--- config.mk ---
export PLATFORM = sky130hd
export DESIGN_NAME = bottle_fill_ctrl
export DESIGN_NICKNAME = d
export VERILOG_FILES = /design/src/rtl/bottle_fill_ctrl_pkg.sv /design/src/rtl/bottle_fill_ctrl_sensor_debounce.sv /design/src/rtl/bottle_fill_ctrl.sv
export SDC_FILE = /design/constraint.sdc
export NUM_CORES = 1
export LEC_CHECK = 0
export BUFFER_PORTS_ARGS = -buffer_cell sky130_fd_sc_hd__clkbuf_2
export CAP_MARGIN = 10
export CORE_UTILIZATION = 52
export DETAILED_ROUTE_END_ITERATION = 6
export PLACE_DENSITY = 0.71
export SYNTH_ARGS = -nofsm -noshare
export SYNTH_HDL_FRONTEND = slang
export SYNTH_HIERARCHICAL = 1
export SYNTH_SLANG_ARGS = --single-unit
export TNS_END_PERCENT = 20
--- constraint.sdc ---
create_clock -name clk -period 2.1 [get_ports clk]
set_input_delay 0.42 -clock clk [delete_from_list [all_inputs] [get_ports clk]]
set_output_delay 0.42 -clock clk [all_outputs]
set_load 0.005 [all_outputs]
--- src/rtl/bottle_fill_ctrl_pkg.sv ---
// Shared definitions for the bottling-line sequencer: state encoding and
// the default box size.
package bottle_fill_ctrl_pkg;

    localparam logic [2:0] ST_IDLE   = 3'd0;
    localparam logic [2:0] ST_CONVEY = 3'd1;
    localparam logic [2:0] ST_FILL   = 3'd2;
    localparam logic [2:0] ST_CAP    = 3'd3;
    localparam logic [2:0] ST_COUNT  = 3'd4;
    localparam logic [2:0] ST_LOAD   = 3'd5;
    localparam logic [2:0] ST_FAULT  = 3'd6;

    localparam int DOZEN_DEFAULT = 12;

    typedef enum logic [2:0] {
        IDLE   = ST_IDLE,
        CONVEY = ST_CONVEY,
        FILL   = ST_FILL,
        CAP    = ST_CAP,
        COUNT  = ST_COUNT,
        LOAD   = ST_LOAD,
        FAULT  = ST_FAULT
    } state_t;

endpackage

--- src/rtl/bottle_fill_ctrl_sensor_debounce.sv ---
// Two-flop synchronizer plus run-length debounce for one raw sensor.
// o_rise is high during the cycle whose closing edge flips the filter 0->1.
module sensor_debounce #(
    parameter int DEBOUNCE_CYCLES = 4
) (
    input  logic clk,
    input  logic reset,
    input  logic i_raw,
    output logic o_filt,
    output logic o_rise
);

    localparam int CW = $clog2(DEBOUNCE_CYCLES + 1);

    logic          r_sync1;
    logic          r_sync2;
    logic          r_filt;
    logic [CW-1:0] r_cnt;
    logic          w_accept;

    // Accept on the DEBOUNCE_CYCLES-th consecutive sample that disagrees with the filter
    assign w_accept = (r_sync2 != r_filt) && (r_cnt == CW'(DEBOUNCE_CYCLES - 1));

    // Bring the asynchronous sensor into the clock domain
    always_ff @(posedge clk or posedge reset) begin
        if (reset) begin
            r_sync1 <= 1'b0;
            r_sync2 <= 1'b0;
        end else begin
            r_sync1 <= i_raw;
            r_sync2 <= r_sync1;
        end
    end

    // Run-length counter; any agreeing sample restarts the run
    always_ff @(posedge clk or posedge reset) begin
        if (reset) begin
            r_cnt  <= '0;
            r_filt <= 1'b0;
        end else if (r_sync2 == r_filt) begin
            r_cnt  <= '0;
        end else if (w_accept) begin
            r_cnt  <= '0;
            r_filt <= r_sync2;
        end else begin
            r_cnt  <= r_cnt + 1'b1;
        end
    end

    assign o_filt = r_filt;
    assign o_rise = w_accept & r_sync2;

endmodule

--- src/rtl/bottle_fill_ctrl.sv ---
// Per-bottle sequencer: conveyor, fill valve and capper control, plus the
// bottle/dozen counters and load strobe for the downstream output register.
module bottle_fill_ctrl
    import bottle_fill_ctrl_pkg::*;
#(
    parameter int DEBOUNCE_CYCLES = 4,
    parameter int FILL_TIMEOUT    = 200,
    parameter int CAP_CYCLES      = 10,
    parameter int DOZEN           = DOZEN_DEFAULT
) (
    input  logic       clk,
    input  logic       reset,
    input  logic       start,
    input  logic       stop,
    input  logic       fault_clr,
    input  logic       bottle_sns,
    input  logic       level_sns,
    output logic       motor_on,
    output logic       valve_on,
    output logic       cap_act,
    output logic [7:0] count_out,
    output logic       load_en,
    output logic       dozen_pulse,
    output logic       fault
);

    localparam int TMAX = (FILL_TIMEOUT > CAP_CYCLES) ? FILL_TIMEOUT : CAP_CYCLES;
    localparam int TW   = $clog2(TMAX + 1);

    state_t        r_state;
    logic [TW-1:0] r_timer;
    logic [3:0]    r_bottle_cnt;
    logic [3:0]    r_dozen_cnt;
    logic          r_motor;
    logic          r_valve;
    logic          r_cap;
    logic          r_load;
    logic          r_dpulse;
    logic          r_fault;

    logic w_bottle_filt;
    logic w_bottle_rise;
    logic w_level_filt;
    logic w_level_rise;

    sensor_debounce #(.DEBOUNCE_CYCLES(DEBOUNCE_CYCLES)) u_bottle_db (
        .clk    (clk),
        .reset  (reset),
        .i_raw  (bottle_sns),
        .o_filt (w_bottle_filt),
        .o_rise (w_bottle_rise)
    );

    sensor_debounce #(.DEBOUNCE_CYCLES(DEBOUNCE_CYCLES)) u_level_db (
        .clk    (clk),
        .reset  (reset),
        .i_raw  (level_sns),
        .o_filt (w_level_filt),
        .o_rise (w_level_rise)
    );

    // Sequencer; each branch loads the Moore outputs of the state it enters
    always_ff @(posedge clk or posedge reset) begin
        if (reset) begin
            r_state      <= IDLE;
            r_timer      <= '0;
            r_bottle_cnt <= 4'd0;
            r_dozen_cnt  <= 4'd0;
            r_motor      <= 1'b0;
            r_valve      <= 1'b0;
            r_cap        <= 1'b0;
            r_load       <= 1'b0;
            r_dpulse     <= 1'b0;
            r_fault      <= 1'b0;
        end else begin
            r_motor  <= 1'b0;
            r_valve  <= 1'b0;
            r_cap    <= 1'b0;
            r_load   <= 1'b0;
            r_dpulse <= 1'b0;
            r_fault  <= 1'b0;
            case (r_state)
                IDLE: begin
                    if (start && !stop) begin
                        r_state <= CONVEY;
                        r_motor <= 1'b1;
                    end else begin
                        r_state <= IDLE;
                    end
                end
                CONVEY: begin
                    if (w_bottle_rise) begin
                        r_state <= FILL;
                        r_valve <= 1'b1;
                        r_timer <= '0;
                    end else if (stop && !w_bottle_filt) begin
                        r_state <= IDLE;
                    end else begin
                        r_motor <= 1'b1;
                    end
                end
                FILL: begin
                    // Level is tested first so it wins over a coincident timeout
                    if (w_level_filt || w_level_rise) begin
                        r_state <= CAP;
                        r_cap   <= 1'b1;
                        r_timer <= '0;
                    end else if (r_timer == TW'(FILL_TIMEOUT - 1)) begin
                        r_state <= FAULT;
                        r_fault <= 1'b1;
                    end else begin
                        r_valve <= 1'b1;
                        r_timer <= r_timer + 1'b1;
                    end
                end
                CAP: begin
                    if (r_timer == TW'(CAP_CYCLES - 1)) begin
                        r_state <= COUNT;
                        if (r_bottle_cnt == 4'(DOZEN - 1)) begin
                            r_bottle_cnt <= 4'd0;
                            r_dozen_cnt  <= r_dozen_cnt + 4'd1;
                            r_dpulse     <= 1'b1;
                        end else begin
                            r_bottle_cnt <= r_bottle_cnt + 4'd1;
                        end
                    end else begin
                        r_cap   <= 1'b1;
                        r_timer <= r_timer + 1'b1;
                    end
                end
                COUNT: begin
                    r_state <= LOAD;
                    r_load  <= 1'b1;
                end
                LOAD: begin
                    if (start && !stop) begin
                        r_state <= CONVEY;
                        r_motor <= 1'b1;
                    end else begin
                        r_state <= IDLE;
                    end
                end
                FAULT: begin
                    if (fault_clr) begin
                        r_state <= IDLE;
                    end else begin
                        r_fault <= 1'b1;
                    end
                end
                default: begin
                    r_state <= IDLE;
                end
            endcase
        end
    end

    assign motor_on    = r_motor;
    assign valve_on    = r_valve;
    assign cap_act     = r_cap;
    assign load_en     = r_load;
    assign dozen_pulse = r_dpulse;
    assign fault       = r_fault;
    assign count_out   = {r_dozen_cnt, r_bottle_cnt};

endmodule
==> flow_summary.toml, run 1 <==
[outcome]
outcome = "complete, no violations"

[sta]
setup_viol = 0
drv_slew = 0
fmax_mhz = 496.1
layout_min_cycle_time_ps = 2016
slew_headroom_pct = 67.77
rsz0062_at_grt = "yes"
worst_slew_pin_slew_ps = 482.4
skew_ps = 6.596
hold_violations = 0
fin_crit_sh_pct = 95.99

[place]
placed_cell_area_um2 = 2058
portBuffers = 20
hpwl_um = 2564
place_congestion = 0.8691
placedCellCount = 231

[finish]
layout-drive-gt1-share_pct = 32.99
syn_to_final_growth_pct = 17.39
finalNetCount = 206
instances_no_fill = 240
antenna-diode-count = 0
stdcell_area_um2 = 2162
final_common_cell = "dfrtp_1"
final_cell_mix = "dfrtp_1 (37), clkbuf_2 (20), nor2_1 (12), buf_4 (11), nand2_1 (10)"

[floorplanning]
start_util_pct = 54.76
coreArea_um2 = 3363
fp.dieArea_um2 = 3784
rows = 21
die_x_um = 61.52
io_pins = 21
die_h_um = 61.52

[pwr]
power_per_cell_area_nw_per_um2 = 1004
irDropWorstVdd_v = 0.0004578
comb_power_share_pct = 34.1
switchingPower_uw = 705.6
p_leak_nw = 1.028
p_sw_share_pct = 32.52
pwr-share-seq_pct = 42.2
p_int_mw = 1.464
clockPowerShare_pct = 23.7

[clock_network]
clockBufferDepth = 2
insertion_delay_ps = 340
postCtsSetupBuffers = 0
cts-root-buf = "clkbuf_4"
cts_made_buffers = 5
htree_levels = 2
clk_pin_slew_ps = 110
clock-sinks = 37
cts_tree = "yes"

[setup_path]
startpoint_type = "flop"
critPathArrivalTime_ps = 2250
required_ps = 2330
crit_chain = "inv_1 > ha_1 > or4bb_4 > nor4_4 > mux2_2"
cpPeakStageDelay_ps = 560
crit_slowest_cell = "or4bb_4"
critPathKind = "flop to flop"
end_kind = "flop"
critPathMaxFanout = 5

[logic_synthesis]
synth_top_area_cell = "dfrtp_1"
yosysSeqAreaShare_pct = 50.27
yosys_warnings = 6
syn_nets = 172
synth_area_um2 = 1842
syn_avg_cell_area_um2 = 11.58
yosysUniqueCellTypes = 49
synth_seq_cells = 37
synthCells = 159
synth.top_cells.by_area = "dfrtp_1 (50%), ha_1 (4.1%), mux2_2 (2.4%)"
synth_top_cell_area_share_pct = 50.27

[flow_run]
maxCapViolations = 0

[grt]
gr-total-overflow = 0
antenna_found_initial = 0
grt_pass1_vias = 1242
grt_max_degree = 26
grt_pass1_wl_um = 5595
grt_use_total_pct = 20.90

[route]
vias = 1361
routed_wl_um = 3472
drc_errors = 0
dr.first_iter.drc_count = 76
wl_per_cell_um = 14.47
via_per_inst = 5.671
detail-route-antenna-nets = 0
drt-pass1-iter-count = 4

[worst_hold_path]
hold_path.class = "primary input to flop"
-- worst max-delay path: cells and delay by family, from the launching register on --
family        cells  cell delay [ps]
buf+inv           1               70
simple gates      2              900
fa+ha+maj         1              140
mux               1              380
flops             1              430
-- state kept, by name, summed over array words and instances (netlist names), 3 cells and up --
register and cells:
u_bottle_db/r_cnt 3, r_bottle_cnt 4, u_level_db/r_cnt 3, r_state 3
r_dozen_cnt 4, r_timer 8
-- final timing paths --
kind | from | endpoint | slack [ps] | cells after the start
worst max-delay path | r_timer[1] | r_dozen_cnt[1] | 80 | 5
worst min-delay path | bottle_sns | u_bottle_db/r_sync1 | 180 | 1
worst max register to register | r_timer[1] | r_dozen_cnt[1] | 80 | 5
worst min register to register | u_bottle_db/r_sync1 | u_bottle_db/r_sync2 | 360 | 0
max in group asynchronous | reset | r_dozen_cnt[3] | 1180 | 4
min in group asynchronous | reset | u_bottle_db/r_sync2 | 540 | 3
-- Yosys cell counts (all sizes together) --
cell / n
o32a: 1
and3b: 2
o221ai: 1
nand2b: 3
xnor2: 4
xor2: 1
and4bb: 1
dfrtp: 37
ha: 6
or4bb: 1
o211ai: 4
o21bai: 1
buf: 3
nor2b: 5
a32o: 3
nor2: 12
o21ai: 6
a31oi: 1
a21oi: 1
mux2i: 2
o31ai: 1
and3: 3
or4b: 1
nor3b: 2
nor3: 5
nor4: 3
nand3: 8
or2: 1
nand4: 5
nand3b: 1
o2bb2ai: 1
a21o: 2
nand2: 10
nor4b: 2
a211oi: 1
inv: 6
or2b: 1
a22o: 1
and2: 1
mux2: 7
clkbuf: 2
-- power groups by stage --
stage | sequential, mW | combinational [mW] | clock (mW)
finish | 0.915 | 0.740 | 0.514
global route | 0.937 | 0.816 | 0.559
CTS | 0.914 | 0.735 | 0.530
detailed placement | 0.928 | 0.724 | 0
global placement | 0.920 | 0.696 | 0
floorplan | 0.897 | 0.569 | 0
-- layer usage --
metal	vias up	global-route usage [%]	share of wire [%]
li1	653	-	-
met5	-	0	0
met2	36	33.95	48
met4	0	6.984	0.92
met1	668	26.50	47
met3	4	6.513	3.9
-- cells by family after synthesis --
logic type / count (synthesis) / share of synthesized area (%)
AND/OR/NAND/NOR: 67 / 25.14
multiplexers: 9 / 5.774
AO/OA/AOI/OAI: 24 / 9.512
adder cells (fa/ha/maj): 6 / 4.076
XOR/XNOR: 5 / 2.378
buffers and inverters: 11 / 2.853
flip-flops: 37 / 50.27
-- area by class of cell --
| class | count | area [µm²] |
|---|---|---|
| repair buffers | 32 | 192.7 |
| clock buffers | 7 | 55.05 |
| inverters | 6 | 22.52 |
| well taps | 46 | 57.56 |
| multi-input cells | 111 | 878.3 |
| flip-flops and latches | 37 | 925.9 |
| clock inverters | 1 | 30.03 |
| fillers | 281 | 1201 |
-- timing repair --
action	4_1_cts	5_1_grt
setup endpoints to repair	0	7
gates resized for setup	0	3
hold endpoints to repair	12	0
hold buffers	1	0
-- metrics by stage --
step / worst slack, ps / total power [mW] / setup TNS, ps / util, % / hold slack [ps]
2_1_floorplan: 3.916 / 1.466 / 0 / - / 211.0
3_3_place_gp: 131.9 / 1.616 / 0 / 61.20 / 332.9
3_5_place_dp: 63.06 / 1.652 / 0 / 61.20 / 335.6
4_1_cts: 39.11 / 2.178 / 0 / 64.03 / 166.0
5_1_grt: -0.3837 / 2.313 / -0.3837 / 64.29 / 153.2
6_report: 84.22 / 2.170 / 0 / 64.29 / 179.2
Power figures use the tool's default switching activity.
==> inputs of run 2 (changes only) <==
- CELL_PAD_IN_SITES_DETAIL_PLACEMENT: default -> 1
- CELL_PAD_IN_SITES_GLOBAL_PLACEMENT: default -> 1
- CORE_UTILIZATION: 52 -> 41
- PLACE_DENSITY: 0.71 -> 0.7
==> run 2 against run 1 <==
Effect of this change:
- register-to-register slack about the same
- non-clock buffer count unchanged
- clock power increased by 2%
- sequential power increased by 1%
- hold slack got worse by 150 ps
- highest routed layer unchanged
==> flow_summary.toml, run 2 (synthesis results as in run 1) <==
[finish]
instances_no_fill = 246
syn_to_final_growth_pct = 18.41
reg.largest.list = "r_timer: 8 flops, r_bottle_cnt: 4 flops, r_dozen_cnt: 4 flops"
final_common_cell = "dfrtp_1"
layout-drive-gt1-share_pct = 34.54
largest_register_ffs = 8
antenna-diode-count = 0
nFillCells = 475
finalNetCount = 206
largest_register = "r_timer"
final_cell_mix = "dfrtp_1 (37), clkbuf_2 (20), nor2_1 (12), buf_4 (12), nand2_1 (10)"

[route]
routed_wl_um = 4126
drt-pass1-iter-count = 4
vias = 1367
wl_per_cell_um = 16.77
dr.first_iter.drc_count = 46
detail-route-antenna-nets = 0
via_per_inst = 5.557
drc_errors = 0

[pwr]
p_sw_share_pct = 34.30
p_int_mw = 1.446
pwr-share-seq_pct = 42.0
switchingPower_uw = 754.7
clockPowerShare_pct = 23.9
finalPower_mw = 2.200
irDropWorstVdd_v = 0.0004689
comb_power_share_pct = 34.1
power_per_cell_area_nw_per_um2 = 1009
p_leak_nw = 1.032

[sta]
skew_ps = 10.75
setup_total_negative_slack_ps = 0
fmax_mhz = 496.3
slew_headroom_pct = 66.99
hold_ws_ps = 27.96
setup_viol = 0
drv_slew = 0
worst_slew_pin_slew_ps = 494.1
rsz0062_at_grt = "yes"
fin_crit_sh_pct = 95.95
layout_min_cycle_time_ps = 2015
hold_violations = 0

[floorplanning]
rows = 24
coreArea_um2 = 4324
fp.dieArea_um2 = 4764
die_x_um = 69.03
start_util_pct = 42.59
die_h_um = 69.03
io_pins = 21

[grt]
gr-total-overflow = 0
grt_pass1_wl_um = 7189
grt_max_degree = 26
grt_use_total_pct = 19.54
grt_pass1_vias = 1514
antenna_found_initial = 0

[setup_path]
crit_slowest_cell = "or4bb_4"
startpoint_type = "flop"
critPathMaxFanout = 5
critPathKind = "flop to flop"
critPathArrivalTime_ps = 2190
cpPeakStageDelay_ps = 550
required_ps = 2280
end_kind = "flop"
crit_chain = "inv_1 > ha_1 > or4bb_4 > nor4_4 > mux2_2"

[clock_network]
cts_tree = "yes"
clockBufferDepth = 2
postCtsSetupBuffers = 0
insertion_delay_ps = 290
cts_made_buffers = 5
clk_pin_slew_ps = 70
postCtsHoldBufs = 0
cts-root-buf = "clkbuf_8"
clock-sinks = 37
htree_levels = 2

[outcome]
outcome = "complete, no violations"

[place]
place_congestion = 0.8073
placedCellCount = 238
hpwl_um = 3119
portBuffers = 20

[flow_run]
maxCapViolations = 0

[worst_hold_path]
hold_path.class = "primary input to async pin"
## run 2: routing by layer
| metal | up-vias | track usage (%) | wire length (µm) |
|---|---|---|---|
| li1 | 646 | - | - |
| met1 | 697 | 22.56 | 1757 |
| met2 | 20 | 34.63 | 2208 |
| met3 | 4 | 4.825 | 111 |
| met4 | 0 | 7.483 | 49 |
| met5 | - | 0 | 0 |
## run 2: cell type report
| class | count | area (µm²) | share of cell area (%) |
|---|---|---|---|
| tap | 52 | 65.06 | 2.983 |
| clock inverter | 2 | 13.76 | 0.6311 |
| inverter | 6 | 22.52 | 1.033 |
| timing repair buffer | 32 | 190.2 | 8.721 |
| clock buffer | 6 | 82.58 | 3.787 |
| sequential | 37 | 925.9 | 42.46 |
| multi-input combinational | 111 | 880.8 | 40.39 |
## run 2: power groups by stage
stage	clock [mW]	combinational, mW	sequential, mW
floorplan	0	0.569	0.897
global placement	0	0.714	0.923
detailed placement	0	0.739	0.935
CTS	0.543	0.749	0.922
global route	0.568	0.841	0.940
finish	0.526	0.751	0.924
## run 2: final timing paths
| kind | startpoint | end | slack, ps | cells past startpoint |
|---|---|---|---|---|
| setup / recovery | r_timer[1] | r_dozen_cnt[1] | 90 | 5 |
| hold / removal | reset | u_level_db/o_filt | 30 | 2 |
| setup reg to reg | r_timer[1] | r_dozen_cnt[1] | 90 | 5 |
| hold reg to reg | u_bottle_db/r_sync1 | u_bottle_db/r_sync2 | 360 | 0 |
| max in group asynchronous | reset | r_timer[5] | 1650 | 3 |
| min in group clk | level_sns | u_level_db/r_sync1 | 230 | 1 |
## run 2: per-stage QoR
step | setup WS, ps | utilization (%) | cell area [µm²]
after detailed placement | 21.65 | 47.95 | 2073
after global placement | 126.4 | 47.95 | 2073
after global routing | -5.097 | 50.43 | 2181
after CTS | 8.197 | 50.20 | 2171
final | 85.12 | 50.43 | 2181
after floorplan | 3.916 | - | 1848
## run 2: repair_timing
action,CTS,global route
resized for setup,1,3
setup endpoints to repair,1,9
gates cloned,0,0
pin swaps,0,3
## run 2: critical path: cells and delay by family, from the launching register on
family,cells,cell delay (ps)
multiplexers,1,370
buffers and inverters,1,70
adder cells (fa/ha/maj),1,150
flip-flops,1,420
AND/OR/NAND/NOR,2,890
